==> src/rtl/iob_cache_fe_arbiter_if.sv <==
// rtl/iob_cache_fe_arbiter_if.sv - IOb-native bus bundle between two masters, the arbiter and the cache frontend
//
// Signals (arbiter view):
//   m_valid_i[1:0], m_addr_i, m_wdata_i, m_wstrb_i   requests from master 0/1 (packed, master k at slice k)
//   m_ready_o[1:0], m_rvalid_o[1:0], m_rdata_o       handshake and read response back to the masters
//   c_valid_o, c_addr_o, c_wdata_o, c_wstrb_o        request to the cache frontend
//   c_ready_i, c_rvalid_i, c_rdata_i                 cache frontend handshake and read response
// Modports: slave = arbiter side, master = environment (masters + cache) side.
interface iob_cache_fe_arbiter_if #(
    parameter int ADDR_W = 24,
    parameter int DATA_W = 32
);
    logic [1:0]              m_valid_i;
    logic [2*ADDR_W-1:0]     m_addr_i;
    logic [2*DATA_W-1:0]     m_wdata_i;
    logic [2*DATA_W/8-1:0]   m_wstrb_i;
    logic [1:0]              m_ready_o;
    logic [1:0]              m_rvalid_o;
    logic [DATA_W-1:0]       m_rdata_o;
    logic                    c_valid_o;
    logic [ADDR_W-1:0]       c_addr_o;
    logic [DATA_W-1:0]       c_wdata_o;
    logic [DATA_W/8-1:0]     c_wstrb_o;
    logic                    c_ready_i;
    logic                    c_rvalid_i;
    logic [DATA_W-1:0]       c_rdata_i;

    modport slave (
        input  m_valid_i, m_addr_i, m_wdata_i, m_wstrb_i,
        output m_ready_o, m_rvalid_o, m_rdata_o,
        output c_valid_o, c_addr_o, c_wdata_o, c_wstrb_o,
        input  c_ready_i, c_rvalid_i, c_rdata_i
    );

    modport master (
        output m_valid_i, m_addr_i, m_wdata_i, m_wstrb_i,
        input  m_ready_o, m_rvalid_o, m_rdata_o,
        input  c_valid_o, c_addr_o, c_wdata_o, c_wstrb_o,
        output c_ready_i, c_rvalid_i, c_rdata_i
    );
endinterface

==> src/rtl/iob_cache_fe_arbiter.sv <==
// rtl/iob_cache_fe_arbiter.sv - two-master arbiter sharing one IOb cache frontend port
//
// Ports:
//   clk_i     clock
//   arst_n_i  asynchronous active-low reset
//   bus       iob_cache_fe_arbiter_if.slave (master requests/responses and cache frontend)
// Configuration:
//   IOB_CACHE_ARB_RR_EN defined   -> round-robin on ties (winner = ~last)
//   IOB_CACHE_ARB_RR_EN undefined -> fixed priority, master 0 wins ties
// One transaction in flight at a time; ready/rvalid are routed combinationally
// to the granted master only.
module iob_cache_fe_arbiter #(
    parameter int ADDR_W = 24,
    parameter int DATA_W = 32
) (
    input  logic                  clk_i,
    input  logic                  arst_n_i,
    iob_cache_fe_arbiter_if.slave bus
);
    localparam int STRB_W = DATA_W / 8;

    typedef enum logic [1:0] {
        IDLE = 2'd0,
        REQ  = 2'd1,
        RESP = 2'd2
    } state_t;

    state_t state_q, state_d;
    logic   gnt_q, gnt_d;
    logic   last_q, last_d;
    logic   win;

    logic [ADDR_W-1:0] sel_addr;
    logic [DATA_W-1:0] sel_wdata;
    logic [STRB_W-1:0] sel_wstrb;

    assign sel_addr  = gnt_q ? bus.m_addr_i[ADDR_W +: ADDR_W]  : bus.m_addr_i[0 +: ADDR_W];
    assign sel_wdata = gnt_q ? bus.m_wdata_i[DATA_W +: DATA_W] : bus.m_wdata_i[0 +: DATA_W];
    assign sel_wstrb = gnt_q ? bus.m_wstrb_i[STRB_W +: STRB_W] : bus.m_wstrb_i[0 +: STRB_W];

    // Winner is only consumed when at least one request is pending.
`ifdef IOB_CACHE_ARB_RR_EN
    assign win = (&bus.m_valid_i) ? ~last_q : ~bus.m_valid_i[0];
`else
    logic unused_last;
    assign unused_last = last_q;
    assign win = ~bus.m_valid_i[0];
`endif

    always_ff @(posedge clk_i or negedge arst_n_i) begin
        if (!arst_n_i) begin
            state_q <= IDLE;
            gnt_q   <= 1'b0;
            last_q  <= 1'b1;
        end else begin
            state_q <= state_d;
            gnt_q   <= gnt_d;
            last_q  <= last_d;
        end
    end

    always_comb begin
        state_d        = state_q;
        gnt_d          = gnt_q;
        last_d         = last_q;
        bus.m_ready_o  = 2'b00;
        bus.m_rvalid_o = 2'b00;
        bus.m_rdata_o  = bus.c_rdata_i;
        bus.c_valid_o  = 1'b0;
        bus.c_addr_o   = '0;
        bus.c_wdata_o  = '0;
        bus.c_wstrb_o  = '0;

        case (state_q)
            IDLE: begin
                if (|bus.m_valid_i) begin
                    gnt_d   = win;
                    state_d = REQ;
                end
            end
            REQ: begin
                bus.c_valid_o         = 1'b1;
                bus.c_addr_o          = sel_addr;
                bus.c_wdata_o         = sel_wdata;
                bus.c_wstrb_o         = sel_wstrb;
                bus.m_ready_o[gnt_q]  = bus.c_ready_i;
                if (bus.c_ready_i) begin
                    if (|sel_wstrb) begin
                        // Writes have no response phase.
                        last_d  = gnt_q;
                        state_d = IDLE;
                    end else begin
                        state_d = RESP;
                    end
                end
            end
            RESP: begin
                bus.m_rvalid_o[gnt_q] = bus.c_rvalid_i;
                if (bus.c_rvalid_i) begin
                    last_d  = gnt_q;
                    state_d = IDLE;
                end
            end
            default: state_d = IDLE;
        endcase
    end
endmodule

==> src/flat_wrapper.sv <==
// flat-port wrapper written by rule: the top's interface ports become plain ports
module iob_cache_fe_arbiter_flat 
#(
    parameter int ADDR_W = 24,
    parameter int DATA_W = 32
)
  (clk_i, arst_n_i, bus_m_valid_i, bus_m_addr_i, bus_m_wdata_i, bus_m_wstrb_i, bus_m_ready_o, bus_m_rvalid_o, bus_m_rdata_o, bus_c_valid_o, bus_c_addr_o, bus_c_wdata_o, bus_c_wstrb_o, bus_c_ready_i, bus_c_rvalid_i, bus_c_rdata_i);
  iob_cache_fe_arbiter_if #(.ADDR_W(ADDR_W), .DATA_W(DATA_W)) bus_i ();
  input  logic clk_i;
  input  logic arst_n_i;
  input wire logic [$bits(bus_i.m_valid_i)-1:0] bus_m_valid_i;
  input wire logic [$bits(bus_i.m_addr_i)-1:0] bus_m_addr_i;
  input wire logic [$bits(bus_i.m_wdata_i)-1:0] bus_m_wdata_i;
  input wire logic [$bits(bus_i.m_wstrb_i)-1:0] bus_m_wstrb_i;
  output wire logic [$bits(bus_i.m_ready_o)-1:0] bus_m_ready_o;
  output wire logic [$bits(bus_i.m_rvalid_o)-1:0] bus_m_rvalid_o;
  output wire logic [$bits(bus_i.m_rdata_o)-1:0] bus_m_rdata_o;
  output wire logic [$bits(bus_i.c_valid_o)-1:0] bus_c_valid_o;
  output wire logic [$bits(bus_i.c_addr_o)-1:0] bus_c_addr_o;
  output wire logic [$bits(bus_i.c_wdata_o)-1:0] bus_c_wdata_o;
  output wire logic [$bits(bus_i.c_wstrb_o)-1:0] bus_c_wstrb_o;
  input wire logic [$bits(bus_i.c_ready_i)-1:0] bus_c_ready_i;
  input wire logic [$bits(bus_i.c_rvalid_i)-1:0] bus_c_rvalid_i;
  input wire logic [$bits(bus_i.c_rdata_i)-1:0] bus_c_rdata_i;
  assign bus_i.m_valid_i = bus_m_valid_i;
  assign bus_i.m_addr_i = bus_m_addr_i;
  assign bus_i.m_wdata_i = bus_m_wdata_i;
  assign bus_i.m_wstrb_i = bus_m_wstrb_i;
  assign bus_m_ready_o = bus_i.m_ready_o;
  assign bus_m_rvalid_o = bus_i.m_rvalid_o;
  assign bus_m_rdata_o = bus_i.m_rdata_o;
  assign bus_c_valid_o = bus_i.c_valid_o;
  assign bus_c_addr_o = bus_i.c_addr_o;
  assign bus_c_wdata_o = bus_i.c_wdata_o;
  assign bus_c_wstrb_o = bus_i.c_wstrb_o;
  assign bus_i.c_ready_i = bus_c_ready_i;
  assign bus_i.c_rvalid_i = bus_c_rvalid_i;
  assign bus_i.c_rdata_i = bus_c_rdata_i;
  iob_cache_fe_arbiter #(.ADDR_W(ADDR_W), .DATA_W(DATA_W)) u_core (.clk_i(clk_i), .arst_n_i(arst_n_i), .bus(bus_i));
endmodule
==> config.mk <==
export PLATFORM = sky130hd
export DESIGN_NAME = iob_cache_fe_arbiter_flat
export DESIGN_NICKNAME = d
export VERILOG_FILES = /design/src/rtl/iob_cache_fe_arbiter_if.sv /design/src/rtl/iob_cache_fe_arbiter.sv /design/src/flat_wrapper.sv
export SDC_FILE = /design/constraint.sdc
export NUM_CORES = 1
export LEC_CHECK = 0
export BUFFER_PORTS_ARGS = -buffer_cell sky130_fd_sc_hd__buf_2
export CAP_MARGIN = 20
export CORE_AREA = 2 2 99 101
export DETAILED_ROUTE_END_ITERATION = 8
export DIE_AREA = 0 0 101 103
export HOLD_SLACK_MARGIN = 0.12
export PLACE_DENSITY = 0.6
export SETUP_SLACK_MARGIN = 0.1
export SYNTH_ARGS = -nofsm -noshare
export SYNTH_HDL_FRONTEND = slang
export SYNTH_SLANG_ARGS = --single-unit
==> constraint.sdc <==
create_clock -name clk_i -period 2.25 [get_ports clk_i]
set_input_delay 0.5625 -clock clk_i [delete_from_list [all_inputs] [get_ports clk_i]]
set_output_delay 0.5625 -clock clk_i [all_outputs]
set_load 0.01 [all_outputs]
==> impl_metrics.yaml <==
sta:
  setup_viol: 0
  hold_viol: 0
  slew_headroom_pct: 79.5
  rsz0062_at_grt: "false"
  skew_ns: 0.00151
  period_minus_slack_ns: 2.02
  slew_violations: 0
  tightest_slew_ns: 0.308
  setup_tns_ns: 0
  fin_crit_sh_pct: 89.9
  worst_slack_ns: 0.228
  fmax_mhz: 494
pwr:
  p_per_area_mw_per_mm2: 1120
  p_leak_nw: 1.38
  max-vdd-ir-drop_mv: 0.553
synthesis:
  syn_avg_cell_area_um2: 7.35
  synthesis.nets: 347
  ys.warnings.count: 0
  synth_edf_count: 0
  synth-seq-cells: 3
  synth_area_leaders: "mux2i_1 43%, buf_4 18%, nor2_1 17%, buf_12 5.8%, dfrtp_1 5.4%"
  yosysTopAreaCellShare_pct: 43.2
  synth_area_mm2: 0.00139
  synth_cells: 189
  synthFlopType: "dfrtp_1"
  ys_types: 19
  synth_top_cell_by_area: "mux2i_1"
  ys_seq_area_share_pct: 5.40
  synth-async-reset-ratio_pct: 100
setup_path:
  critPathKind: "reg2out"
  crit_path_start_kind: "flip-flop"
  end_kind: "output port"
  required_ns: 1.69
  worstPathMaxFanout: 31
  ff2ff_path_depth: 5
  crit_arrival_ns: 1.46
floorplanning:
  start_util_pct: 14.7
  die_w_um: 101
  core_area_mm2: 0.00946
  dieArea_mm2: 0.0104
  ioPinCount: 255
  die_y_um: 103
  fp-row-count: 36
cts:
  post_cts_buffers: 0
  ctsResizeCount: 0
  cts_max_path_buffers: 2
  clockRootBuffer: "clkbuf_8"
  cts_htree_levels: 1
  clkTransAtPathRegs_ns: 0.03
  cts_hold_buf: 0
  clk_latency_ns: 0.22
  cts_buffers: 3
  cts_tree: "done"
  cts_sinks: 3
cells_and_area:
  final_nets: 499
  drive_gt1_share_pct: 58.5
  layout_common_cells: "190 x buf_2, 63 x nor2_1, 60 x mux2i_1"
  layout_commonest_cell: "buf_2"
  antenna_cells: 0
  nFillCells: 1058
  area_growth_syn_to_layout_pct: 58.5
detailed_routing:
  drt-total-wl_mm: 5.22
  vias_per_cell: 4.00
  postRouteAntennaNets: 0
  wl_per_cell_um: 11.5
  firstDrtPassIters: 4
  drc: 0
  vias: 1816
  drt-initial-drc-count: 27
placed_design:
  post-place-ws_ns: 0.459
  gp_congestion: 0.683
  numPortBuffers: 190
  dp_hpwl_mm: 4.52
run_status:
  outcome: "finished clean"
run:
  cap_violations: 0
global_route:
  grt_max_degree: 36
  antenna_found_initial: 0
  grt_overflow: 0
  grt_pass1_vias: 1504
  grt_pass1_wl_mm: 6.85
  track_usage_pct: 8.36
worst_hold_path:
  hp-class: "in2async"
## metrics by stage
stage	utilization [%]	std cells	hold WS, ns	total power [mW]	area (um^2)
CTS	23.3	454	0.137	2.51	2200
floorplan	-	189	0.267	1.76	1390
finish	23.3	454	0.138	2.48	2200
global route	23.3	454	0.139	2.72	2200
detailed placement	22.8	450	0.367	2.34	2160
global placement	22.8	450	0.366	2.30	2160
## layout make-up
type / instances / area [um^2] / share of cell area [%]
clock buffer: 4 / 45.0 / 2.04
inverter: 2 / 7.51 / 0.341
multi-input combinational: 137 / 923 / 41.9
sequential: 3 / 78.8 / 3.58
tap: 114 / 143 / 6.47
timing repair buffer: 194 / 1010 / 45.7
## worst max-delay path: stages, from the launching register on
cell and delay (ns):
dfrtp_1 0.41, nand2b_2 0.09, buf_4 0.30, inv_1 0.11, and3_1 0.19, buf_2 0.13
## flip-flops by register name (all words and copies together), names as in the netlist
| register | flops |
|---|---|
| u_core.gnt_q | 1 |
| u_core.state_q | 2 |
## worst paths after layout
kind | startpoint | end | slack, ns
worst max register to register | u_core.state_q[0] | u_core.state_q[1] | 1.04
worst min-delay path | arst_n_i | u_core.gnt_q | 0.14
max in group asynchronous | arst_n_i | u_core.gnt_q | 1.99
worst min register to register | u_core.state_q[1] | u_core.state_q[0] | 0.47
min in group clk_i | u_core.state_q[1] | u_core.state_q[0] | 0.47
worst max-delay path | u_core.state_q[0] | bus_m_ready_o[1] | 0.23
## report_power, final
| group | leakage [nW] | switching [mW] | internal (mW) |
|---|---|---|---|
| registers | 0.0358 | 0.0319 | 0.0846 |
| logic | 1.32 | 1.21 | 0.990 |
| clock network | 0.0228 | 0.0364 | 0.121 |
| total | 1.38 | 1.28 | 1.20 |
## Yosys cell counts (2+ instances only)
library cell  count
buf_4            34
nor2_1           63
dfrtp_1           3
inv_1             2
a21oi_1           2
buf_12            4
buf_2             8
nand2_1           2
and3_1            2
mux2i_1          60
## cell families (layout without fill, tap and decap cells)
logic type | after synthesis | after routing | share of synthesized area [%]
buf+inv | 49 | 200 | 28.4
simple gates | 71 | 71 | 20.2
mux | 60 | 60 | 43.2
flops | 3 | 3 | 5.40
compound gates | 6 | 6 | 2.88
## per-layer routing
layer  GRT usage [%]  up-vias  routed length (um)
li1                -      900                   -
met1            8.08      783                1830
met2            16.6      111                2660
met3            1.36       22                 539
met4            4.99        0                 195
met5               0        -                   0
Note: power is estimated with default switching activity, not from simulation.
